[src/rtl/reset_pkg.sv]
// Purpose: shared types and defaults for the staged reset sequencer.
// Latency: n/a (types, constants and an elaboration-time helper only).
// Backpressure: n/a.
package reset_pkg;

   // Sequencer FSM states
   typedef enum logic [2:0] {
      IDLE,
      HOLD,
      RELEASE,
      WAIT_ACK,
      GAP
   } seq_state_t;

   // Default timing and sizing
   localparam int DEF_NUM_STAGES     = 3;
   localparam int DEF_MIN_PULSE      = 4;
   localparam int DEF_HOLD_CYCLES    = 40;
   localparam int DEF_GAP_CYCLES     = 8;
   localparam int DEF_TIMEOUT_CYCLES = 1024;
   localparam int REQ_COUNT_W        = 8;

   // Width of a counter that must hold the value n (never narrower than 1 bit)
   function automatic int cnt_w(input int n);
      return (n < 1) ? 1 : $clog2(n + 1);
   endfunction

endpackage

[src/rtl/reset_req_sync.sv]
// Purpose: 2-flop synchronizer for the raw reset request plus a minimum-width qualifier.
// Latency: accept pulse 2 sync cycles + MIN_PULSE cycles after the raw request rises.
// Backpressure: none; one accept pulse per qualifying high pulse, short pulses dropped.
module reset_req_sync
   import reset_pkg::*;
#(
   parameter int MIN_PULSE = DEF_MIN_PULSE
) (
   input  logic clk,
   input  logic rst_n,
   input  logic req_async,
   output logic req_sync,
   output logic req_accept
);

   localparam int             CW      = cnt_w(MIN_PULSE);
   localparam logic [CW-1:0]  CNT_MAX = CW'(MIN_PULSE);
   localparam logic [CW-1:0]  CNT_ARM = CW'(MIN_PULSE - 1);

   logic          sync0_q, sync1_q;
   logic [CW-1:0] cnt_q, cnt_d;
   logic          accept_q, accept_d;

   // Count consecutive synchronized-high cycles; fire once when the count reaches MIN_PULSE
   always_comb begin
      cnt_d    = '0;
      accept_d = 1'b0;
      if (sync1_q) begin
         cnt_d    = (cnt_q == CNT_MAX) ? cnt_q : cnt_q + CW'(1);
         accept_d = (cnt_q == CNT_ARM);
      end
   end

   // Synchronizer, qualifier counter and accept pulse registers
   always_ff @(posedge clk) begin
      if (!rst_n) begin
         sync0_q  <= 1'b0;
         sync1_q  <= 1'b0;
         cnt_q    <= '0;
         accept_q <= 1'b0;
      end else begin
         sync0_q  <= req_async;
         sync1_q  <= sync0_q;
         cnt_q    <= cnt_d;
         accept_q <= accept_d;
      end
   end

   assign req_sync   = sync1_q;
   assign req_accept = accept_q;

endmodule

[src/rtl/reset_sequencer.sv]
// Purpose: staged per-domain reset release, each stage gated by its domain ACK (optional ACK timeout: RESET_SEQ_TIMEOUT_EN).
// Latency: stage k falls HOLD_CYCLES + k*(GAP_CYCLES+2) + 1 cycles after request acceptance when ACKs are immediate.
// Backpressure: a missing ACK stalls the sequence indefinitely (or until timeout when enabled); a new request restarts it.
module reset_sequencer
   import reset_pkg::*;
#(
   parameter int NUM_STAGES     = DEF_NUM_STAGES,
   parameter int MIN_PULSE      = DEF_MIN_PULSE,
   parameter int HOLD_CYCLES    = DEF_HOLD_CYCLES,
   parameter int GAP_CYCLES     = DEF_GAP_CYCLES,
   parameter int TIMEOUT_CYCLES = DEF_TIMEOUT_CYCLES
) (
   input  logic                   CLK,
   input  logic                   RST,
   input  logic                   RST_REQ,
   input  logic [NUM_STAGES-1:0]  STAGE_ACK,
   output logic [NUM_STAGES-1:0]  STAGE_RST,
   output logic                   BUSY,
   output logic                   DONE,
   output logic [REQ_COUNT_W-1:0] REQ_COUNT
`ifdef RESET_SEQ_TIMEOUT_EN
   ,
   output logic                   TIMEOUT_ERR
`endif
);

   localparam int                HOLD_W    = cnt_w(HOLD_CYCLES);
   localparam int                GAP_W     = cnt_w(GAP_CYCLES);
   localparam int                IDX_W     = $clog2(NUM_STAGES) + 1;
   localparam logic [HOLD_W-1:0] HOLD_LAST = HOLD_W'((HOLD_CYCLES > 0) ? HOLD_CYCLES - 1 : 0);
   localparam logic [GAP_W-1:0]  GAP_LAST  = GAP_W'((GAP_CYCLES > 0) ? GAP_CYCLES - 1 : 0);
   localparam logic [IDX_W-1:0]  LAST_IDX  = IDX_W'(NUM_STAGES - 1);

   if (NUM_STAGES < 1 || NUM_STAGES > 8 || MIN_PULSE < 1 || TIMEOUT_CYCLES < 1) begin : g_param_check
      $error("reset_sequencer: illegal parameter value");
   end

   logic req_sync, req_accept;

   reset_req_sync #(
      .MIN_PULSE (MIN_PULSE)
   ) u_req_sync (
      .clk        (CLK),
      .rst_n      (RST),
      .req_async  (RST_REQ),
      .req_sync   (req_sync),
      .req_accept (req_accept)
   );

   seq_state_t             state_q, state_d;
   logic [HOLD_W-1:0]      hold_cnt_q, hold_cnt_d;
   logic [GAP_W-1:0]       gap_cnt_q, gap_cnt_d;
   logic [IDX_W-1:0]       idx_q, idx_d;
   logic [NUM_STAGES-1:0]  stage_rst_q, stage_rst_d;
   logic                   busy_q, busy_d;
   logic                   done_q, done_d;
   logic [REQ_COUNT_W-1:0] req_count_q, req_count_d;
   logic                   ack_sel, ack_ok;

`ifdef RESET_SEQ_TIMEOUT_EN
   localparam int               TO_W    = cnt_w(TIMEOUT_CYCLES);
   localparam logic [TO_W-1:0]  TO_LAST = TO_W'(TIMEOUT_CYCLES - 1);
   logic [TO_W-1:0] wait_cnt_q, wait_cnt_d;
   logic            timeout_err_q, timeout_err_d;
   logic            to_hit;
`endif

   // Next-state logic: acceptance overrides everything, otherwise walk HOLD -> (RELEASE -> WAIT_ACK -> GAP)* -> IDLE
   always_comb begin
      state_d     = state_q;
      hold_cnt_d  = hold_cnt_q;
      gap_cnt_d   = gap_cnt_q;
      idx_d       = idx_q;
      stage_rst_d = stage_rst_q;
      busy_d      = busy_q;
      done_d      = 1'b0;
      req_count_d = req_count_q;

      // Only the ACK of the stage currently being released is looked at
      ack_sel = 1'b0;
      for (int k = 0; k < NUM_STAGES; k++) begin
         if (idx_q == IDX_W'(k)) ack_sel = STAGE_ACK[k];
      end

`ifdef RESET_SEQ_TIMEOUT_EN
      wait_cnt_d    = '0;
      timeout_err_d = timeout_err_q;
      to_hit        = (wait_cnt_q == TO_LAST) && !ack_sel;
      ack_ok        = ack_sel || to_hit;
`else
      ack_ok        = ack_sel;
`endif

      if (req_accept) begin
         state_d     = HOLD;
         hold_cnt_d  = '0;
         stage_rst_d = '1;
         busy_d      = 1'b1;
         if (req_count_q != '1) req_count_d = req_count_q + REQ_COUNT_W'(1);
      end else begin
         case (state_q)
            IDLE: begin
               busy_d = 1'b0;
            end
            HOLD: begin
               // A request still held high keeps restarting the hold window
               if (req_sync) begin
                  hold_cnt_d = '0;
               end else if (hold_cnt_q == HOLD_LAST) begin
                  state_d = RELEASE;
                  idx_d   = '0;
               end else begin
                  hold_cnt_d = hold_cnt_q + HOLD_W'(1);
               end
            end
            RELEASE: begin
               state_d = WAIT_ACK;
            end
            WAIT_ACK: begin
               if (ack_ok) begin
                  if (idx_q == LAST_IDX) begin
                     state_d = IDLE;
                     busy_d  = 1'b0;
                     done_d  = 1'b1;
                  end else begin
                     state_d   = GAP;
                     gap_cnt_d = '0;
                  end
               end
`ifdef RESET_SEQ_TIMEOUT_EN
               if (to_hit) timeout_err_d = 1'b1;
               if (!ack_ok) wait_cnt_d = wait_cnt_q + TO_W'(1);
`endif
            end
            GAP: begin
               if (gap_cnt_q == GAP_LAST) begin
                  state_d = RELEASE;
                  idx_d   = idx_q + IDX_W'(1);
               end else begin
                  gap_cnt_d = gap_cnt_q + GAP_W'(1);
               end
            end
            default: begin
               state_d = IDLE;
            end
         endcase
      end

      // The stage being released drops its reset for the RELEASE cycle onward
      if (state_d == RELEASE) begin
         for (int k = 0; k < NUM_STAGES; k++) begin
            if (idx_d == IDX_W'(k)) stage_rst_d[k] = 1'b0;
         end
      end
   end

   // State and registered outputs; block reset starts a full sequence from HOLD
   always_ff @(posedge CLK) begin
      if (!RST) begin
         state_q       <= HOLD;
         hold_cnt_q    <= '0;
         gap_cnt_q     <= '0;
         idx_q         <= '0;
         stage_rst_q   <= '1;
         busy_q        <= 1'b1;
         done_q        <= 1'b0;
         req_count_q   <= '0;
`ifdef RESET_SEQ_TIMEOUT_EN
         wait_cnt_q    <= '0;
         timeout_err_q <= 1'b0;
`endif
      end else begin
         state_q       <= state_d;
         hold_cnt_q    <= hold_cnt_d;
         gap_cnt_q     <= gap_cnt_d;
         idx_q         <= idx_d;
         stage_rst_q   <= stage_rst_d;
         busy_q        <= busy_d;
         done_q        <= done_d;
         req_count_q   <= req_count_d;
`ifdef RESET_SEQ_TIMEOUT_EN
         wait_cnt_q    <= wait_cnt_d;
         timeout_err_q <= timeout_err_d;
`endif
      end
   end

   assign STAGE_RST = stage_rst_q;
   assign BUSY      = busy_q;
   assign DONE      = done_q;
   assign REQ_COUNT = req_count_q;
`ifdef RESET_SEQ_TIMEOUT_EN
   assign TIMEOUT_ERR = timeout_err_q;
`endif

endmodule
[config.mk]
export PLATFORM = sky130hd
export DESIGN_NAME = reset_sequencer
export DESIGN_NICKNAME = d
export VERILOG_FILES = /design/src/rtl/reset_pkg.sv /design/src/rtl/reset_req_sync.sv /design/src/rtl/reset_sequencer.sv
export SDC_FILE = /design/constraint.sdc
export NUM_CORES = 1
export LEC_CHECK = 0
export CORE_UTILIZATION = 25
export DETAILED_ROUTE_END_ITERATION = 8
export GPL_ROUTABILITY_DRIVEN = 0
export HOLD_SLACK_MARGIN = 0.03
export SLEW_MARGIN = 5
export SYNTH_ARGS = -nofsm -noshare
export SYNTH_HDL_FRONTEND = slang
export SYNTH_HIERARCHICAL = 1
export SYNTH_SLANG_ARGS = --single-unit
[constraint.sdc]
create_clock -name CLK -period 3.79 [get_ports CLK]
set_clock_uncertainty 0.2 [all_clocks]
set_input_delay 0.5685 -clock CLK [delete_from_list [all_inputs] [get_ports CLK]]
set_output_delay 0.5685 -clock CLK [all_outputs]
set_load 0.005 [all_outputs]
### Word level (Yosys, flattened, before mapping)

Index checks and enable logic that the tools add are counted.

| word-level totals | value |
|---|---|
| register bits | 35 |
| output and inout port bits | 13 |
| logic and storage cells | 82 |

| operators by class | value |
|---|---|
| add/sub/neg operators | 5 |
| equality and inequality tests | 19 |
| mux-type cells | 30 |
| bitwise logic cells | 4 |
| reduce and logical (&&, ||, !) cells | 12 |

Operator list:

| operator | number |
|---|---|
| 3-bit 2-to-1 mux | 12 |
| 3-bit by 2-bit equality test with 1-bit output (second input constant) | 6 |
| 3-bit case mux with 5 select lines | 1 |
| 4-bit 2-to-1 mux | 3 |
| 6-bit 2-to-1 mux | 2 |
| 3-bit by 1-bit equality test with 1-bit output (second input constant) | 3 |
| 3-bit logical NOT | 3 |
| 1-bit 2-to-1 mux | 9 |
| 8-bit by 1-bit adder with 8-bit output (second input constant) | 1 |
| 2-bit inequality test (second input constant) | 4 |
| 8-bit inequality test (second input constant) | 1 |
| 4-bit case mux with 2 select lines | 1 |
| 3-bit by 1-bit adder with 3-bit output (second input constant) | 2 |
| 6-bit by 1-bit adder with 6-bit output (second input constant) | 1 |
| 3-bit equality test (second input constant) | 2 |
| 6-bit equality test (second input constant) | 1 |
| 3-bit case mux with 2 select lines | 1 |
| 2-bit AND reduction | 3 |
| 5-bit AND reduction | 1 |
| 4-bit by 1-bit adder with 4-bit output (second input constant) | 1 |
| 4-bit by 3-bit equality test with 1-bit output (second input constant) | 1 |
| 1-bit NOT | 4 |
| 2-bit nonzero test | 2 |
| 4-bit OR reduction | 1 |
| other kinds (4) | 4 |

### Depth between registers and ports, before layout

Gate-level depths: netlist (run 1).

| logic depth | value |
|---|---|
| depth in word-level cells | 9 |
| mapped depth | 7 |
| gate-level depth less buffers | 7 |

### By module

Netlist (run 1), hierarchy kept.

Modules (own cells, without submodules):

| module | times used | cells each | area an instance (um^2) | seq. area each (um^2) |
|---|---|---|---|---|
| reset_sequencer | 1 | 176 | 1476.4 | 580.6 |
| reset_req_sync | 1 | 24 | 241.5 | 120.1 |

### Worst setup path after synthesis (run 1)

OpenSTA, ideal clock, no wires.

| timing path | value |
|---|---|
| path type | flip-flop to flip-flop |
| start point | reg state_q[2] |
| end point | reg stage_rst_q[0] (netlist: STAGE_RST[0]) |
| setup time | 0.121 ns |
| data arrival time | 1.720 ns |
| required time | 3.469 ns |
| slack | 1.749 ns |
| stages on the path, launching flop included | 8 |
| path buffers | 2 |
| path through | dfxtp_1 > or3b_1 > buf_6 > or2_0 > buf_2 > a21o_1 > o32ai_1 > nand2_1 |

| between the ends | value |
|---|---|
| word-level cells in the longest chain between the ends | 6 |
| elaborated cells between the ends (all ways) | 17 |
| classes of those cells | eq/ne: 5; mux: 10; reduce/logical: 2 |

RTL lines:

| element | RTL line | source |
|---|---|---|
| start, declared | reset_sequencer.sv:50 | `seq_state_t state_q, state_d;` |
| start signal, assigned | reset_sequencer.sv:173 | `state_q <= state_d;` |
| 3-bit 2-to-1 mux (tied with other cells) | reset_sequencer.sv:109 | `end else if (hold_cnt_q == HOLD_LAST) begin` |
| 3-bit 2-to-1 mux / 3-bit case mux with 2 select lines (equally long branches) | reset_sequencer.sv:107, reset_sequencer.sv:101 |  |
| 3-bit case mux with 5 select lines / 3-bit 2-to-1 mux (equally long branches) | reset_sequencer.sv:101, reset_sequencer.sv:94 |  |
| 3-bit 2-to-1 mux / 3-bit logical NOT (equally long branches) | reset_sequencer.sv:94, reset_sequencer.sv:152 |  |
| 3-bit by 2-bit equality test with 1-bit output / 1-bit 2-to-1 mux (equally long branches) | reset_sequencer.sv:150, reset_sequencer.sv:152 |  |
| 3-bit 2-to-1 mux (*) | reset_sequencer.sv:150 | `if (state_d == RELEASE) begin` |
| end signal, assigned | reset_sequencer.sv:177 | `stage_rst_q <= stage_rst_d;` |
| end, declared | reset_sequencer.sv:54 | `logic [NUM_STAGES-1:0] stage_rst_q, stage_rst_d;` |

Mark *: on every way between the ends. The rest lies on a longest branch, timed or not.
A chain may end at the register's enable or synchronous reset.

### Worst setup path in the final report (run 1)

| timing path | value |
|---|---|
| start point | reg state_q[0] |
| end point | reg stage_rst_q[0] (netlist: STAGE_RST[0]) |

Same word-level chain as after synthesis.

==> metrics.md, run 1 <==
| Metric | Value |
|---|---|
| Vias post-DR | `1420` |
| Starting Density | `26.45%` |
| Placed Instances | `291` |
| RSZ-0062 raised after global routing | `false` |
| Total track usage | `10.20%` |
| Initial DRT Pass Iterations | `4` |
| Layout cells sized above 1 | `5.856%` |
| Largest net degree at the start of global routing | `15` |
| Iter 0 DRT Violations | `65` |
| Height of the die | `84.90 um` |
| Postcts setup bufs | `0` |
| CP arrival | `2260 ps` |
| CP Capture Type | `register` |
| Post-CTS Hold Buffers | `0` |
| Reg power frac | `53.5%` |
| Setup TNS | `0 ps` |
| Buffers on Ports | `18` |
| Boundary Pins | `19` |
| Vias in the first global route | `1300` |
| Hpwl dp | `2414 um` |
| Yosys reg bits | `35` |
| Sink Count | `35` |
| Netlist cell types | `46` |
| CTS tree | `built` |
| Fill cells | `678` |
| Ys async rst share | `0%` |
| Crit-path leading delay family | `simple AND/OR/NAND/NOR gates` |
| # Max-Cap Violations | `0` |
| WS Path Type | `reg -> reg` |
| Worst VDD drop | `0.0001436 V` |
| FMAX | `435.9 MHz` |
| Cell count after synthesis | `200` |
| Resize count post-CTS | `0` |
| Status | `complete, no violations` |
| Final setup fails | `0` |
| Gr ovfl total | `0` |
| Clock slew seen by the registers of the worst setup and hold paths | `80 ps` |
| Initial antenna violation count | `0` |
| Width of the die | `84.90 um` |
| Worst path cell trace | `nor3b_1 > nand3_1 > a21o_1 > o32ai_1 > nand2_1` |
| Synth Cell Area | `1718 um2` |
| Nets@finish | `237` |
| Root Buffer | `clkbuf_8` |
| Logic pwr share | `3.2%` |
| Post-synth EDFFs | `0` |
| DP Worst Slack | `1229 ps` |
| Crit path largest cell delay | `620 ps` |
| Hold crit path type | `reg -> reg` |
| Worst path required time | `3760 ps` |
| Seq/Total Area, Yosys | `40.79%` |
| Period Utilization, post-route | `60.53%` |
| Core region area | `6495 um2` |
| Avg Inst Size Synth | `8.589 um2` |
| Area grow syn2layout | `20.10%` |
| Switching Fraction | `21.76%` |
| Avg WL per Cell | `11.05 um` |
| Std cell rows | `29` |
| Pint | `0.0005475 W` |
| Final WS setup | `1496 ps` |
| Fin crit period | `2294 ps` |
| Total wire length | `3305 um` |
| Fin. Hold Viols | `0` |
| PnR Total Power | `0.0006998 W` |
| First-pass GRT wire length | `5837 um` |
| Yosys warnings | `6` |
| Final ANT Viol Nets | `0` |
| Max clock buf depth | `2` |
| Final instance area | `2063 um2` |
| Skew-Pair Late Insertion Delay | `290 ps` |
| Net Sw Power | `0.0001523 W` |
| Clock power frac | `43.3%` |
| Slew of the pin with the lowest slew margin | `693.4 ps` |
| Depth of the CTS H-tree | `2` |
| Worst Path Buf+Inv | `0` |
| PD cells | `339.2 nW/um2` |
| ANT cells | `0` |
| Startpoint types | `register` |
| Vias per cell | `4.749` |
| DRC Markers | `0` |
| Crit Path Max Fanout | `8` |
| Post-Layout Cell Count | `299` |
| Critical path's slowest cell | `nor3b_1` |
| Die area | `7207 um2` |
| Slew Viols, Final | `0` |
| Leakage | `0.7528 nW` |
| DP Area | `1959 um2` |
| Syn_nets | `216` |
| Post-synth top flop | `dfxtp_1` |
| TritonCTS Buffers | `5` |
| Slew headroom | `53.68%` |
==> worst register-to-register path, stage by stage (launching register included) <==
cell and delay, ps:
dfxtp_1 440, nor3b_1 620, nand3_1 280, a21o_1 270, o32ai_1 290, nand2_1 80
==> Yosys cell counts, types with 2 or more instances <==
cell,count,area (um2)
xor2_1,5,43.79
nand2b_1,3,18.77
nand3_1,8,40.04
o31ai_1,2,15.01
nor4b_1,2,17.52
mux2i_1,2,20.02
a21o_1,4,30.03
nand3b_1,4,30.03
a21oi_1,10,50.05
or3_1,2,12.51
nor3_1,6,30.03
a31oi_1,2,12.51
nand2_1,23,86.33
nand4_1,3,18.77
dfxtp_1,35,700.7
o21ai_0,8,40.04
buf_6,3,33.78
nor2_1,23,86.33
inv_1,10,37.54
a22oi_1,2,15.01
and3_1,2,12.51
and2_1,4,25.02
xnor2_1,5,43.79
ha_1,10,125.1
==> power by group through the flow <==
stage	clock, W	combinational [W]	sequential [W]
final	0.000303	0.0000227	0.000374
after global routing	0.000331	0.0000263	0.000374
after CTS	0.000318	0.0000233	0.000374
after detailed placement	0	0.0000232	0.000383
after global placement	0	0.0000230	0.000383
after floorplan	0	0.0000143	0.000382
==> logic make-up after synthesis <==
logic type / after synthesis / share of synthesized area, %
muxes: 2 / 1.165
AOI/OAI and AO/OA: 41 / 16.02
DFF: 35 / 40.79
xor gates and xnor gates: 10 / 5.098
buffers and inverters: 15 / 4.661
and+or+nand+nor: 87 / 24.98
adders and majority gates: 10 / 7.283
==> through the flow <==
stage               util, %  hold WS (ps)
floorplan                 -         211.8
global placement      30.17         223.8
CTS                   31.77         233.2
finish                31.77         225.6
global route          31.77         247.6
detailed placement    30.17         222.8
==> routing by layer <==
layer	GRT usage (%)	share of wire, %
met1	13.01	51
met2	15.45	43
met3	3.794	3.8
met4	4.468	2.5
met5	0	0
==> final timing paths <==
check	startpoint	end	slack [ps]	depth (start not counted)
worst min register to register	u_req_sync/sync0_q	u_req_sync/req_sync	230	1
worst max register to register	state_q[0]	STAGE_RST[0]	1500	5
worst max-delay path	state_q[0]	STAGE_RST[0]	1500	5
worst min-delay path	u_req_sync/sync0_q	u_req_sync/req_sync	230	1
==> sequential cells by signal, summed over array words and instances (netlist names) <==
signal	count
DONE	1
REQ_COUNT	8
gap_cnt_q	4
u_req_sync/req_accept	1
u_req_sync/cnt_q	3
u_req_sync/req_sync	1
u_req_sync/sync0_q	1
BUSY	1
idx_q	3
STAGE_RST	3
hold_cnt_q	6
state_q	3
==> area by class of cell <==
class | count | area [um2] | share of cell area, %
Multi-Input combinational cell | 150 | 937.1 | 45.42
Sequential cell | 35 | 700.7 | 33.96
Clock inverter | 1 | 7.507 | 0.3639
Timing Repair Buffer | 19 | 187.7 | 9.096
Clock buffer | 7 | 96.34 | 4.669
Tap cell | 77 | 96.34 | 4.669
Inverter | 10 | 37.54 | 1.819
==> placed cells by master (no fill, tap or decap), drive strengths merged, types with 2 or more instances in the layout <==
master,count
dfxtp,35
nand2,23
nor2,23
clkdlybuf4s50,18
a21oi,11
inv,10
ha,10
o21ai,9
nand3,8
clkbuf,7
nor3,6
xor2,5
xnor2,5
and2,5
nand3b,4
a21o,4
nand4,3
nand2b,3
o31ai,3
nor4b,2
a31oi,2
and3,2
mux2i,2
or3,2
a22oi,2
No activity file was read; power rests on OpenSTA's default activity.
==> run 2: changes to the inputs <==
- clock period: 3.79 -> 1.9 ns (I/O delays scaled with it)
==> run 2 against run 1 <==
  * The flow now finishes with violations (DRC)
  * Setup slack worse by 1400 ps
  * Hold slack better by 11 ps
  * First-iteration DRC count is 28% lower
  * Global-route usage is 0.54 points higher
==> metrics.md, run 2 (synthesis results as in run 1) <==
| Metric | Value |
|---|---|
| Total track usage | `10.74% (+0.54 points)` |
| Buffers on Ports | `18 (unchanged)` |
| Setup TNS | `0 ps (unchanged)` |
| Initial DRT Pass Iterations | `6 (+2)` |
| Reg power frac | `56.2% (+2.7 points)` |
| Leakage | `0.8688 nW (+15%)` |
| Area grow syn2layout | `33.14%` |
| Switching Fraction | `23.20% (+1.4 points)` |
| Worst path required time | `1880 ps (-1880 ps)` |
| TritonCTS Buffers | `5 (unchanged)` |
| Post-CTS Hold Buffers | `0 (unchanged)` |
| Vias in the first global route | `1344 (+3.4%)` |
| Max clock buf depth | `2 (unchanged)` |
| Hold crit path type | `reg -> reg` |
| PnR Total Power | `0.001328 W (+90%)` |
| Hpwl dp | `2636 um (+9.2%)` |
| Nets@finish | `259 (+9.3%)` |
| Final setup fails | `0 (unchanged)` |
| Gr ovfl total | `0 (unchanged)` |
| Period Utilization, post-route | `95.71% (+35 points)` |
| Slew of the pin with the lowest slew margin | `512.3 ps (-181.0 ps)` |
| Depth of the CTS H-tree | `2 (unchanged)` |
| Crit Path Max Fanout | `6 (-2)` |
| Fin. Hold Viols | `0 (unchanged)` |
| First-pass GRT wire length | `6016 um (+3.1%)` |
| Skew-Pair Late Insertion Delay | `290 ps (about the same)` |
| Slew headroom | `65.80% (+12 points)` |
| Max reg flops | `8 (unchanged)` |
| Layout cells sized above 1 | `20.49% (+15 points)` |
| PD cells | `580.7 nW/um2 (+71%)` |
| Starting Density | `26.45% (unchanged)` |
| DRC Markers | `1 (+1)` |
| RSZ-0062 raised after global routing | `false` |
| Largest net degree at the start of global routing | `13 (-2)` |
| Clock slew seen by the registers of the worst setup and hold paths | `70 ps (about the same)` |
| Avg WL per Cell | `10.95 um (-0.91%)` |
| # Max-Cap Violations | `0 (unchanged)` |
| Logic pwr share | `3.8% (+0.6 points)` |
| Iter 0 DRT Violations | `47 (-28%)` |
| Status | `complete, but fails checks` |
| Worst VDD drop | `0.0002004 V (+40%)` |
| Total wire length | `3516 um (+6.4%)` |
| Failing checks | `DRC` |
| Net Sw Power | `0.0003082 W (+100%)` |
| Commonest non-fill, non-tap cell in the layout | `dfxtp_1` |
| Reg2reg setup slack | `80 ps (-1410 ps)` |
| Std cell rows | `29 (unchanged)` |
| Clock power frac | `40.0% (-3.3 points)` |
| Fin crit period | `1819 ps (-475.7 ps)` |
| Vias per cell | `4.586 (-3.4%)` |
| FMAX | `549.9 MHz (+26%)` |
| Root Buffer | `clkbuf_8` |
| Height of the die | `84.90 um (unchanged)` |
| Width of the die | `84.90 um (unchanged)` |
| Pint | `0.001020 W (+86%)` |
| Die area | `7207 um2 (unchanged)` |
| Initial antenna violation count | `0 (unchanged)` |
| CP arrival | `1800 ps (-460 ps)` |
| Vias post-DR | `1472 (+3.7%)` |
| Startpoint types | `register` |
| Commonest cells after routing, fill and taps aside | `31 x dfxtp_1, 23 x nand2_1, 23 x nor2_1, 21 x buf_4, 18 x clkdlybuf4s50_1` |
| Final ANT Viol Nets | `0 (unchanged)` |
| Slew Viols, Final | `0 (unchanged)` |
| Sink Count | `35 (unchanged)` |
| ANT cells | `0 (unchanged)` |
| CTS tree | `built` |
| WS Path Type | `reg -> reg` |
| Core region area | `6495 um2 (unchanged)` |
| CP Capture Type | `register` |
| Boundary Pins | `19 (unchanged)` |
==> run 2: changes by cell type in the layout (fill, tap and decap cells not counted), sizes merged <==
cell | before | now
buf | 1 | 23
clkbuf | 7 | 5
clkinv | 0 | 1
clkinvlp | 1 | 2
==> run 2: power by group through the flow <==
stage / sequential, W / clock [W] / combinational, W
6_report: 0.000746 / 0.000532 / 0.0000502
4_1_cts: 0.000746 / 0.000559 / 0.0000514
5_1_grt: 0.000747 / 0.000596 / 0.0000562
3_3_place_gp: 0.000763 / 0 / 0.0000498
2_1_floorplan: 0.000762 / 0 / 0.0000290
3_5_place_dp: 0.000763 / 0 / 0.0000509
==> run 2: routing by layer <==
metal	GRT usage (%)	vias to the layer above	share of wire, %
met5	0	-	0
met4	6.934	0	2.9
met3	3.113	6	3.0
met2	16.48	16	45
met1	13.19	668	50
li1	-	782	-
==> run 2: what timing repair did <==
action                                  4_1_cts  5_1_grt
gates resized for setup                       4       14
setup buffers                                 1        0
pin swaps                                     2        4
endpoints found under the setup margin        1       14
==> run 2: metrics by stage <==
stage	worst slack (ps)	hold WS, ps	area, um2	cells	util (%)
after CTS	3.965	244.2	2238	321	34.46
after floorplan	-39.34	206.7	1727	200	-
after global routing	3.914	259.4	2287	321	35.21
final	81.47	236.9	2287	321	35.21
after global placement	-62.65	221.2	2138	312	32.92
after detailed placement	-92.98	223.8	2138	312	32.92
==> run 2: final timing paths <==
kind	from	end	cells past startpoint
setup / recovery	state_q[0]	gap_cnt_q[2]	6
hold / removal	u_req_sync/sync0_q	u_req_sync/req_sync	1
setup reg to reg	state_q[0]	gap_cnt_q[2]	6
hold reg to reg	u_req_sync/sync0_q	u_req_sync/req_sync	1
==> run 2: layout make-up <==
cell class / count / area [um2]
multi-input combinational: 150 / 989.7
sequential: 35 / 705.7
clock buffer: 5 / 68.82
timing repair buffer: 41 / 369.1
inverter: 10 / 37.54
tap: 77 / 96.34
clock inverter: 3 / 20.02
fill: 667 / 4208
==> run 2: worst max-delay path, stage by stage (launching register included) <==
cell,delay [ps]
dfxtp_2,340
or3b_1,400
buf_4,180
o21ai_0,80
o2111a_1,250
o21ai_1,80
a31o_2,190
==> run 3: changes to the inputs <==
- CORE_MARGIN: unset -> 2
==> run 3 against run 2 <==
  * The flow now finishes without violations
  * First-iteration DRC count is 15% higher
  * Utilization is 1.1 points lower
  * Register-to-register slack worse by 20 ps
  * Global-route usage is 0.54 points lower
  * Power is 4.4% higher
  * Cell count is 0.93% higher
  * Combinational power is 3% higher
  * Cell area is 0.22% higher
  * Die area is 4.8% higher
  * Sequential cell count stayed put
  * Via count is 2.8% higher
  * Largest power group unchanged
==> metrics.md, run 3 (synthesis results as in run 1) <==
| Metric | Value |
|---|---|
| Initial antenna violation count | `0 (unchanged)` |
| PD cells | `604.8 nW/um2 (+4.2%)` |
| Leakage | `0.8762 nW (+0.85%)` |
| Vias in the first global route | `1439 (+7.1%)` |
| DP Area | `2130 um2 (-0.41%)` |
| Largest net degree at the start of global routing | `13 (unchanged)` |
| Final ANT Viol Nets | `0 (unchanged)` |
| Slew of the pin with the lowest slew margin | `497.2 ps (-15.13 ps)` |
| Total wire length | `3616 um (+2.8%)` |
| RR Startpoint | `idx_q[1]` |
| Placed Instances | `315 (+0.96%)` |
| Avg WL per Cell | `11.16 um (+1.9%)` |
| Max reg flops | `8 (unchanged)` |
| Slew headroom | `66.81% (+1.0 points)` |
| Layout cells sized above 1 | `20.49% (unchanged)` |
| Worst VDD drop | `0.0002511 V (+25%)` |
| Vias per cell | `4.670 (+1.8%)` |
| Startpoint types | `register` |
| Core region area | `6719 um2 (+3.4%)` |
| Std cell rows | `30 (+3.4%)` |
| Worst path cell trace | `buf_4 > ha_2 > nor2b_2 > a21o_1 > o2111a_1 > buf_6 > nand4_1 > o21ai_0` |
| RSZ-0062 raised after global routing | `true` |
| Max clock buf depth | `2 (unchanged)` |
| Final instance area | `2292 um2 (+0.22%)` |
| Net Sw Power | `0.0002905 W (-5.7%)` |
| Buffers on Ports | `18 (unchanged)` |
| WS Path Type | `reg -> reg` |
| Status | `complete, no violations` |
| Height of the die | `86.90 um (+2.4%)` |
| First-pass GRT wire length | `6161 um (+2.4%)` |
| Total track usage | `10.21% (-0.54 points)` |
| Gr ovfl total | `0 (unchanged)` |
| Pint | `0.001096 W (+7.4%)` |
| Commonest non-fill, non-tap cell in the layout | `dfxtp_1` |
| Fill cells | `686 (+2.8%)` |
| Final setup fails | `0 (unchanged)` |
| Hpwl dp | `2640 um (+0.14%)` |
| TritonCTS Buffers | `5 (unchanged)` |
| Vias post-DR | `1513 (+2.8%)` |
| Reg power frac | `53.7% (-2.5 points)` |
| Critical path's slowest cell | `dfxtp_2` |
| Final WS setup | `63.25 ps (-18.21 ps)` |
| Crit Path Max Fanout | `5 (-1)` |
| Setup TNS | `0 ps (unchanged)` |
| CP Capture Type | `register` |
| Min-delay src | `u_req_sync/sync0_q` |
| FMAX | `544.4 MHz (-0.99%)` |
| Area grow syn2layout | `33.43%` |
| CTS tree | `built` |
| Skew-Pair Late Insertion Delay | `280 ps (about the same)` |
| Period Utilization, post-route | `96.67% (+0.96 points)` |
| Root Buffer | `clkbuf_8` |
| Crit path largest cell delay | `330 ps (-70 ps)` |
| Depth of the CTS H-tree | `2 (unchanged)` |
| DP Worst Slack | `-121.6 ps (-28.62 ps)` |
| Starting Density | `25.57% (-0.88 points)` |
| Clock slew seen by the registers of the worst setup and hold paths | `70 ps (about the same)` |
| ANT cells | `0 (unchanged)` |
| Worst path required time | `1870 ps (about the same)` |
| Post-Layout Cell Count | `324 (+0.93%)` |
| Boundary Pins | `19 (unchanged)` |
| # Max-Cap Violations | `0 (unchanged)` |
| Iter 0 DRT Violations | `54 (+15%)` |
| CP startpoint | `idx_q[1]` |
| Switching Fraction | `20.95% (-2.2 points)` |
| Width of the die | `86.90 um (+2.4%)` |
| Nets@finish | `259 (unchanged)` |
| GR peak layer | `met2` |
| Met1 Resource Use GR | `12.19% (-1.0 points)` |
| Clock power frac | `42.6% (+2.6 points)` |
| Sink Count | `35 (unchanged)` |
| Die area | `7551 um2 (+4.8%)` |
| GR Util met2 | `17.07% (+0.59 points)` |
| DRC Markers | `0 (-1)` |
| Met3 Track Usage GR | `2.938% (-0.17 points)` |
| Fin. Hold Viols | `0 (unchanged)` |
| CP arrival | `1810 ps (about the same)` |
| Hold crit path type | `reg -> reg` |
| Fin crit period | `1837 ps (+18.21 ps)` |
| PnR Total Power | `0.001386 W (+4.4%)` |
| Initial DRT Pass Iterations | `4 (-2)` |
| Slew Viols, Final | `0 (unchanged)` |
| Logic pwr share | `3.7% (about the same)` |
| Commonest cells after routing, fill and taps aside | `30 x dfxtp_1, 23 x nand2_1, 23 x nor2_1, 22 x buf_4, 18 x clkdlybuf4s50_1` |
-- run 3: stage by stage --
| stage | hold WS [ps] | utilization, % |
|---|---|---|
| 2_1_floorplan | 206.7 | - |
| 3_3_place_gp | 217.6 | 31.69 |
| 3_5_place_dp | 223.0 | 31.69 |
| 4_1_cts | 240.0 | 33.35 |
| 5_1_grt | 275.1 | 34.12 |
| 6_report | 238.7 | 34.12 |
-- run 3: worst paths after layout --
kind | depth (start not counted) | slack [ps] | end
setup / recovery | 8 | 60 | gap_cnt_q[1]
hold / removal | 1 | 240 | u_req_sync/req_sync
setup reg to reg | 8 | 60 | gap_cnt_q[1]
hold reg to reg | 1 | 240 | u_req_sync/req_sync
-- run 3: critical path, delay by kind of cell (launching register included) --
family                     cells  cell delay [ps]
adders and majority gates      1              170
DFF                            1              330
and+or+nand+nor                2              240
AOI/OAI and AO/OA              3              530
buffers and inverters          2              270
-- run 3: routing by layer --
layer / vias to the layer above / share of wire [%] / wire, um
met5: - / 0 / 0
met1: 704 / 47 / 1709
met3: 5 / 3.8 / 138
met2: 20 / 47 / 1702
met4: 0 / 1.8 / 66
li1: 784 / - / -
-- run 3: power by group through the flow --
stage	clock network, W	registers [W]	logic, W
final	0.000590	0.000744	0.0000515
after global routing	0.000637	0.000745	0.0000585
after global placement	0	0.000763	0.0000516
after CTS	0.000615	0.000746	0.0000527
after detailed placement	0	0.000763	0.0000524
after floorplan	0	0.000762	0.0000290
-- run 3: final cells by class --
type / count / area (um2) / share of cell area [%]
Timing Repair Buffer: 41 / 356.6 / 15.56
Sequential cell: 35 / 709.4 / 30.95
Multi-Input combinational cell: 150 / 988.4 / 43.12
Tap cell: 80 / 100.1 / 4.367
Clock buffer: 8 / 100.1 / 4.367
Inverter: 10 / 37.54 / 1.638
-- run 3: timing repair --
action	4_1_cts	5_1_grt
gates resized for setup	5	14
gates cloned	0	0
pin swaps	3	3
setup buffers	1	0
setup endpoints to repair	4	12
hold buffers	0	0
==> variant 1, RTL diff (config.mk and constraints of run 3) <==
`DEF_HOLD_CYCLES`: 40 -> 20.
--- a/src/rtl/reset_pkg.sv
+++ b/src/rtl/reset_pkg.sv
@@ -16,5 +16,5 @@
    localparam int DEF_NUM_STAGES     = 3;
    localparam int DEF_MIN_PULSE      = 4;
-   localparam int DEF_HOLD_CYCLES    = 40;
+   localparam int DEF_HOLD_CYCLES    = 20;
    localparam int DEF_GAP_CYCLES     = 8;
    localparam int DEF_TIMEOUT_CYCLES = 1024;
Behaviour: no difference found for any inputs over 10 cycles, from zero or initial values and one cycle with RST low; that may be too few to reach the edited logic, so the function may still have changed.
==> variant 1 against run 3 <==
Worst setup slack got worse by 0.041 ns. Sequential cell count fell by 1. Cell count fell by 4.0%. Power fell by 3.1%. Synthesized area fell by 4.4%. Combinational power rose by 37%. Routed wire length fell by 6.2%. Cell area fell by 0.27%.
==> variant 1: results (changes against run 3) <==
[grt]
grt_pass1_vias = 1348  ; -6.3%
grt_usage_pct = 10.2  ; +0.039 points
grt_pass1_wl_um = 5930  ; -3.8%
grt_max_degree = 11  ; -2
grt_antenna_before_repair = 0  ; unchanged

[clocking]
cts_buffers = 5  ; unchanged
path_clk_slew_ns = 0.07  ; about the same
clock_latency_ns = 0.28  ; about the same
cts_max_level = 2  ; unchanged
clk_path_buf_depth = 2  ; unchanged
cts-root-buf = clkbuf_8

[min_path]
holdPathStages = 1  ; unchanged
hold_path.class = flop to flop

[setup_path]
critPathMaxFanout = 5  ; unchanged
worstSetupPathType = flop to flop
crit_end = gap_cnt_q[3]
reg2reg_setup_slack_ns = 0.02  ; -0.04 ns
critPathLaunch = idx_q[1]
reg2regPathDepth = 7  ; -1
cp_data_arrival_time_ns = 1.90  ; +0.09 ns

[finish]
fillers = 653  ; -4.8%
n_antenna_cell = 0  ; unchanged
largest_register_ffs = 8  ; unchanged
drive_above_1_share_pct = 27.4  ; +6.9 points
nets = 249  ; -3.9%

[synthesis]
synthDistinctLibCells = 44  ; -4.3%
yosysSeqAreaShare_pct = 41.5  ; +0.68 points
yosys_warnings = 6  ; unchanged
syn_nets = 197  ; -8.8%
async_flop_share_pct = 0  ; unchanged
synth_cells = 181  ; -9.5%
synth.top_cells.by_count = 34 x dfxtp_1, 21 x nor2_1, 14 x nand2_1
synth_area_leaders = dfxtp_1 41%, ha_1 7.6%, nor2_1 4.8%

[placed_design]
dp_hpwl_um = 2530  ; -4.1%
io_buffers = 18  ; unchanged
place_ws_ns = -0.131  ; -0.00913 ns
dp.cells = 299  ; -5.1%

[route]
totalWireLength_um = 3390  ; -6.2%
dr.first_iter.drc_count = 45  ; -17%
dr.pass1.iters = 4  ; unchanged
wire_per_inst_um = 10.9  ; -2.3%
via_per_inst = 4.52  ; -3.2%

[power]
ir_drop_uv = 268  ; +6.8%
power.leakage_uw = 0.000861  ; -1.7%

[outcome]
status = finished, final reports clean

[timing]
tightest_slew_ns = 0.361  ; -0.137 ns

## variant 1: worst min-delay path by stage
stage                                     end          startpoint  slack [ns]
after floorplan                    state_q[1]                 RST        0.20
after global placement    u_req_sync/req_sync  u_req_sync/sync0_q        0.22
after detailed placement  u_req_sync/req_sync  u_req_sync/sync0_q        0.22
after CTS                 u_req_sync/req_sync  u_req_sync/sync0_q        0.24
after global routing      u_req_sync/req_sync  u_req_sync/sync0_q        0.26
final                     u_req_sync/req_sync  u_req_sync/sync0_q        0.23
## variant 1: cells by family after synthesis
family	synth area share [%]
flops	41.5
mux	1.22
xor+xnor	4.80
buf+inv	3.43
compound gates	16.3
simple gates	25.2
fa+ha+maj	7.62
## variant 1: layer usage
| metal | routed length (um) | GRT usage [%] |
|---|---|---|
| met4 | 85 | 5.92 |
| met1 | 1700 | 12.9 |
| met5 | 0 | 0 |
| met3 | 66 | 2.53 |
| met2 | 1540 | 15.8 |
## variant 1: metrics by stage
stage / total power (uW) / instance area (um2) / hold slack, ns
after floorplan: 771 / 1650 / 0.201
final: 1340 / 2290 / 0.234
after CTS: 1360 / 2210 / 0.240
after global placement: 810 / 2110 / 0.224
after global routing: 1400 / 2290 / 0.261
after detailed placement: 811 / 2110 / 0.223
## variant 1: what timing repair did
| action | 4_1_cts | 5_1_grt |
|---|---|---|
| gates resized for setup | 2 | 15 |
| pin swaps | 2 | 4 |
| gates cloned | 0 | 0 |
| endpoints found under the setup margin | 4 | 7 |
| setup buffers | 0 | 4 |
## variant 1: power by group
part / switching [uW] / internal (uW) / leakage (uW)
Combinational: 31.2 / 39.1 / 0.000536
Sequential: 5.19 / 721 / 0.000277
Clock: 256 / 292 / 0.0000482
## variant 1: cell type report
type,count,area share (%)
inverters,8,1.31
flip-flops and latches,34,30.1
multi-input cells,135,41.6
clock buffers,7,3.78
well taps,77,4.21
repair buffers,49,18.8
clock inverters,1,0.219
## variant 1: critical path, cell delays in order (launching register included)
cell,delay (ns)
dfxtp_2,0.34
buf_6,0.12
ha_4,0.15
nand4bb_1,0.20
a211oi_2,0.18
o21ai_2,0.10
or4_4,0.42
a21oi_2,0.12
==> variant 2, RTL diff (config.mk and constraints of run 3) <==
Made on the original files. Register the output `REQ_COUNT` once more; this adds one clock of latency there. The other outputs are not delayed to match.
--- a/src/rtl/reset_sequencer.sv
+++ b/src/rtl/reset_sequencer.sv
@@ -189,5 +189,7 @@
    assign BUSY      = busy_q;
    assign DONE      = done_q;
-   assign REQ_COUNT = req_count_q;
+   always_ff @(posedge CLK) begin
+      REQ_COUNT <= req_count_q;
+   end
 `ifdef RESET_SEQ_TIMEOUT_EN
    assign TIMEOUT_ERR = timeout_err_q;
Formal check against the unedited RTL: not equivalent (a bounded check fails within 10 cycles, from zero or initial values and one cycle with RST low).
==> variant 2 against run 3 <==
Via count up 2.8%. Critical path depth down 2. First-iteration DRC count rose by 70%. Largest power group unchanged. Power increased by 11%. Worst setup slack got worse by 0.059 ns. Cell area is 9.7% higher. Synthesized area increased by 13%. Highest routed layer unchanged. Routed wire length increased by 4.0%. Count of clock-buffer cells in the layout down 3. Sequential cell count rose by 8.
==> variant 2: results (changes against run 3) <==
[outcome]
status = finished, final reports clean

[grt]
grt_pass1_wl_um = 6510  ; +5.7%
grt_max_degree = 14  ; +1
met2_usage_pct = 14.3  ; -2.7 points
grt_antenna_before_repair = 0  ; unchanged
grt_usage_pct = 9.51  ; -0.69 points
globalRouteMet1Util_pct = 12.7  ; +0.46 points
grt_pass1_vias = 1446  ; +0.49%
grt_use_met3_pct = 2.47  ; -0.47 points

[placed_design]
dp.cells = 336  ; +6.7%
dp_hpwl_um = 2750  ; +4.2%
placed_cell_area_um2 = 2370  ; +11%
place_ws_ns = -0.107  ; +0.0145 ns

[setup_path]
critPathMaxFanout = 3  ; -2
cp_data_arrival_time_ns = 1.89  ; +0.08 ns

[power]
ir_drop_uv = 229  ; -8.8%
powerComb_uw = 66.3  ; +29%
p_clk_uw = 557  ; -5.6%
p_int_uw = 1190  ; +9.0%
power.leakage_uw = 0.000916  ; +4.5%
p_per_area_nw_per_um2 = 611  ; +1.0%

[finish]
nets = 257  ; -0.77%
seq-cell-share_pct = 34.5  ; +3.5 points
clock_area_share_pct = 3.33  ; -1.0 points
drive_above_1_share_pct = 21.5  ; +1.0 points
biggestRegsByFlops = REQ_COUNT: 8 flops, req_count_q: 8 flops, hold_cnt_q: 6 flops
multi_input_gates = 144  ; -4.0%
dominant-cell-class = multi-input combinational cells
post-route-util_pct = 32.9  ; -1.2 points
inv_count = 9  ; -1
multiInputGateArea_um2 = 1070  ; +8.1%
nNonClkBuffers = 38  ; -7.3%
nonClkBufAreaFrac_pct = 13.3  ; -2.3 points
fillers = 787  ; +15%

[clocking]
post_cts.repair.setup_buffers = 0  ; -1
clock_latency_ns = 0.29
clk_path_buf_depth = 2  ; unchanged
cts.sinks = 43  ; +23%
cts_resized = 2  ; -3
cts_buffers = 5  ; unchanged

[synthesis]
synth_cells = 202  ; +1.0%
synth_fa_ha_area_share_pct = 6.43  ; -0.85 points
synth_mux_area_share_pct = 1.03  ; -0.14 points
synth_area_leaders = dfxtp_1 44%, ha_1 6.4%, a21oi_1 2.8%
syn_nets = 218  ; +0.93%
synthDistinctLibCells = 52  ; +13%
synthXorXnorAreaFrac_pct = 3.60  ; -1.5 points
synth.top_cells.by_count = 43 x dfxtp_1, 13 x nor2_1, 12 x nand2_1
yosysSeqAreaShare_pct = 44.2  ; +3.5 points
synth_compound_area_share_pct = 17.8  ; +1.8 points

[route]
vias = 1556  ; +2.8%
wl_met3_um = 119  ; -14%
via_per_inst = 4.52  ; -3.1%
wire_per_inst_um = 10.9  ; -2.0%
dr.first_iter.drc_count = 92  ; +70%
wl_met1_um = 1870  ; +9.2%
wl_met2_um = 1680  ; -1.4%

[timing]
tightest_slew_ns = 0.534  ; +0.0369 ns

[variant 2: final timing paths]
path | startpoint | to | slack [ns] | cells after the start
worst max-delay path | idx_q[1] | gap_cnt_q[0] | 0.005 | 6
worst min-delay path | req_count_q[6] | REQ_COUNT[6] | 0.19 | 0
worst max register to register | idx_q[1] | gap_cnt_q[0] | 0.005 | 6
worst min register to register | req_count_q[6] | REQ_COUNT[6] | 0.19 | 0
[variant 2: logic make-up after synthesis]
| group | Yosys count |
|---|---|
| flip-flops | 43 |
| adder cells (fa/ha/maj) | 10 |
| XOR/XNOR | 8 |
| AND/OR/NAND/NOR | 75 |
| multiplexers | 2 |
| buffers and inverters | 15 |
| AO/OA/AOI/OAI | 49 |
[variant 2: critical path, cell delays in order (launching register included)]
cell and delay (ns):
dfxtp_2 0.34, inv_2 0.06, ha_4 0.16, nand3b_1 0.19
a2111o_1 0.48, and2_4 0.18, o221a_1 0.19
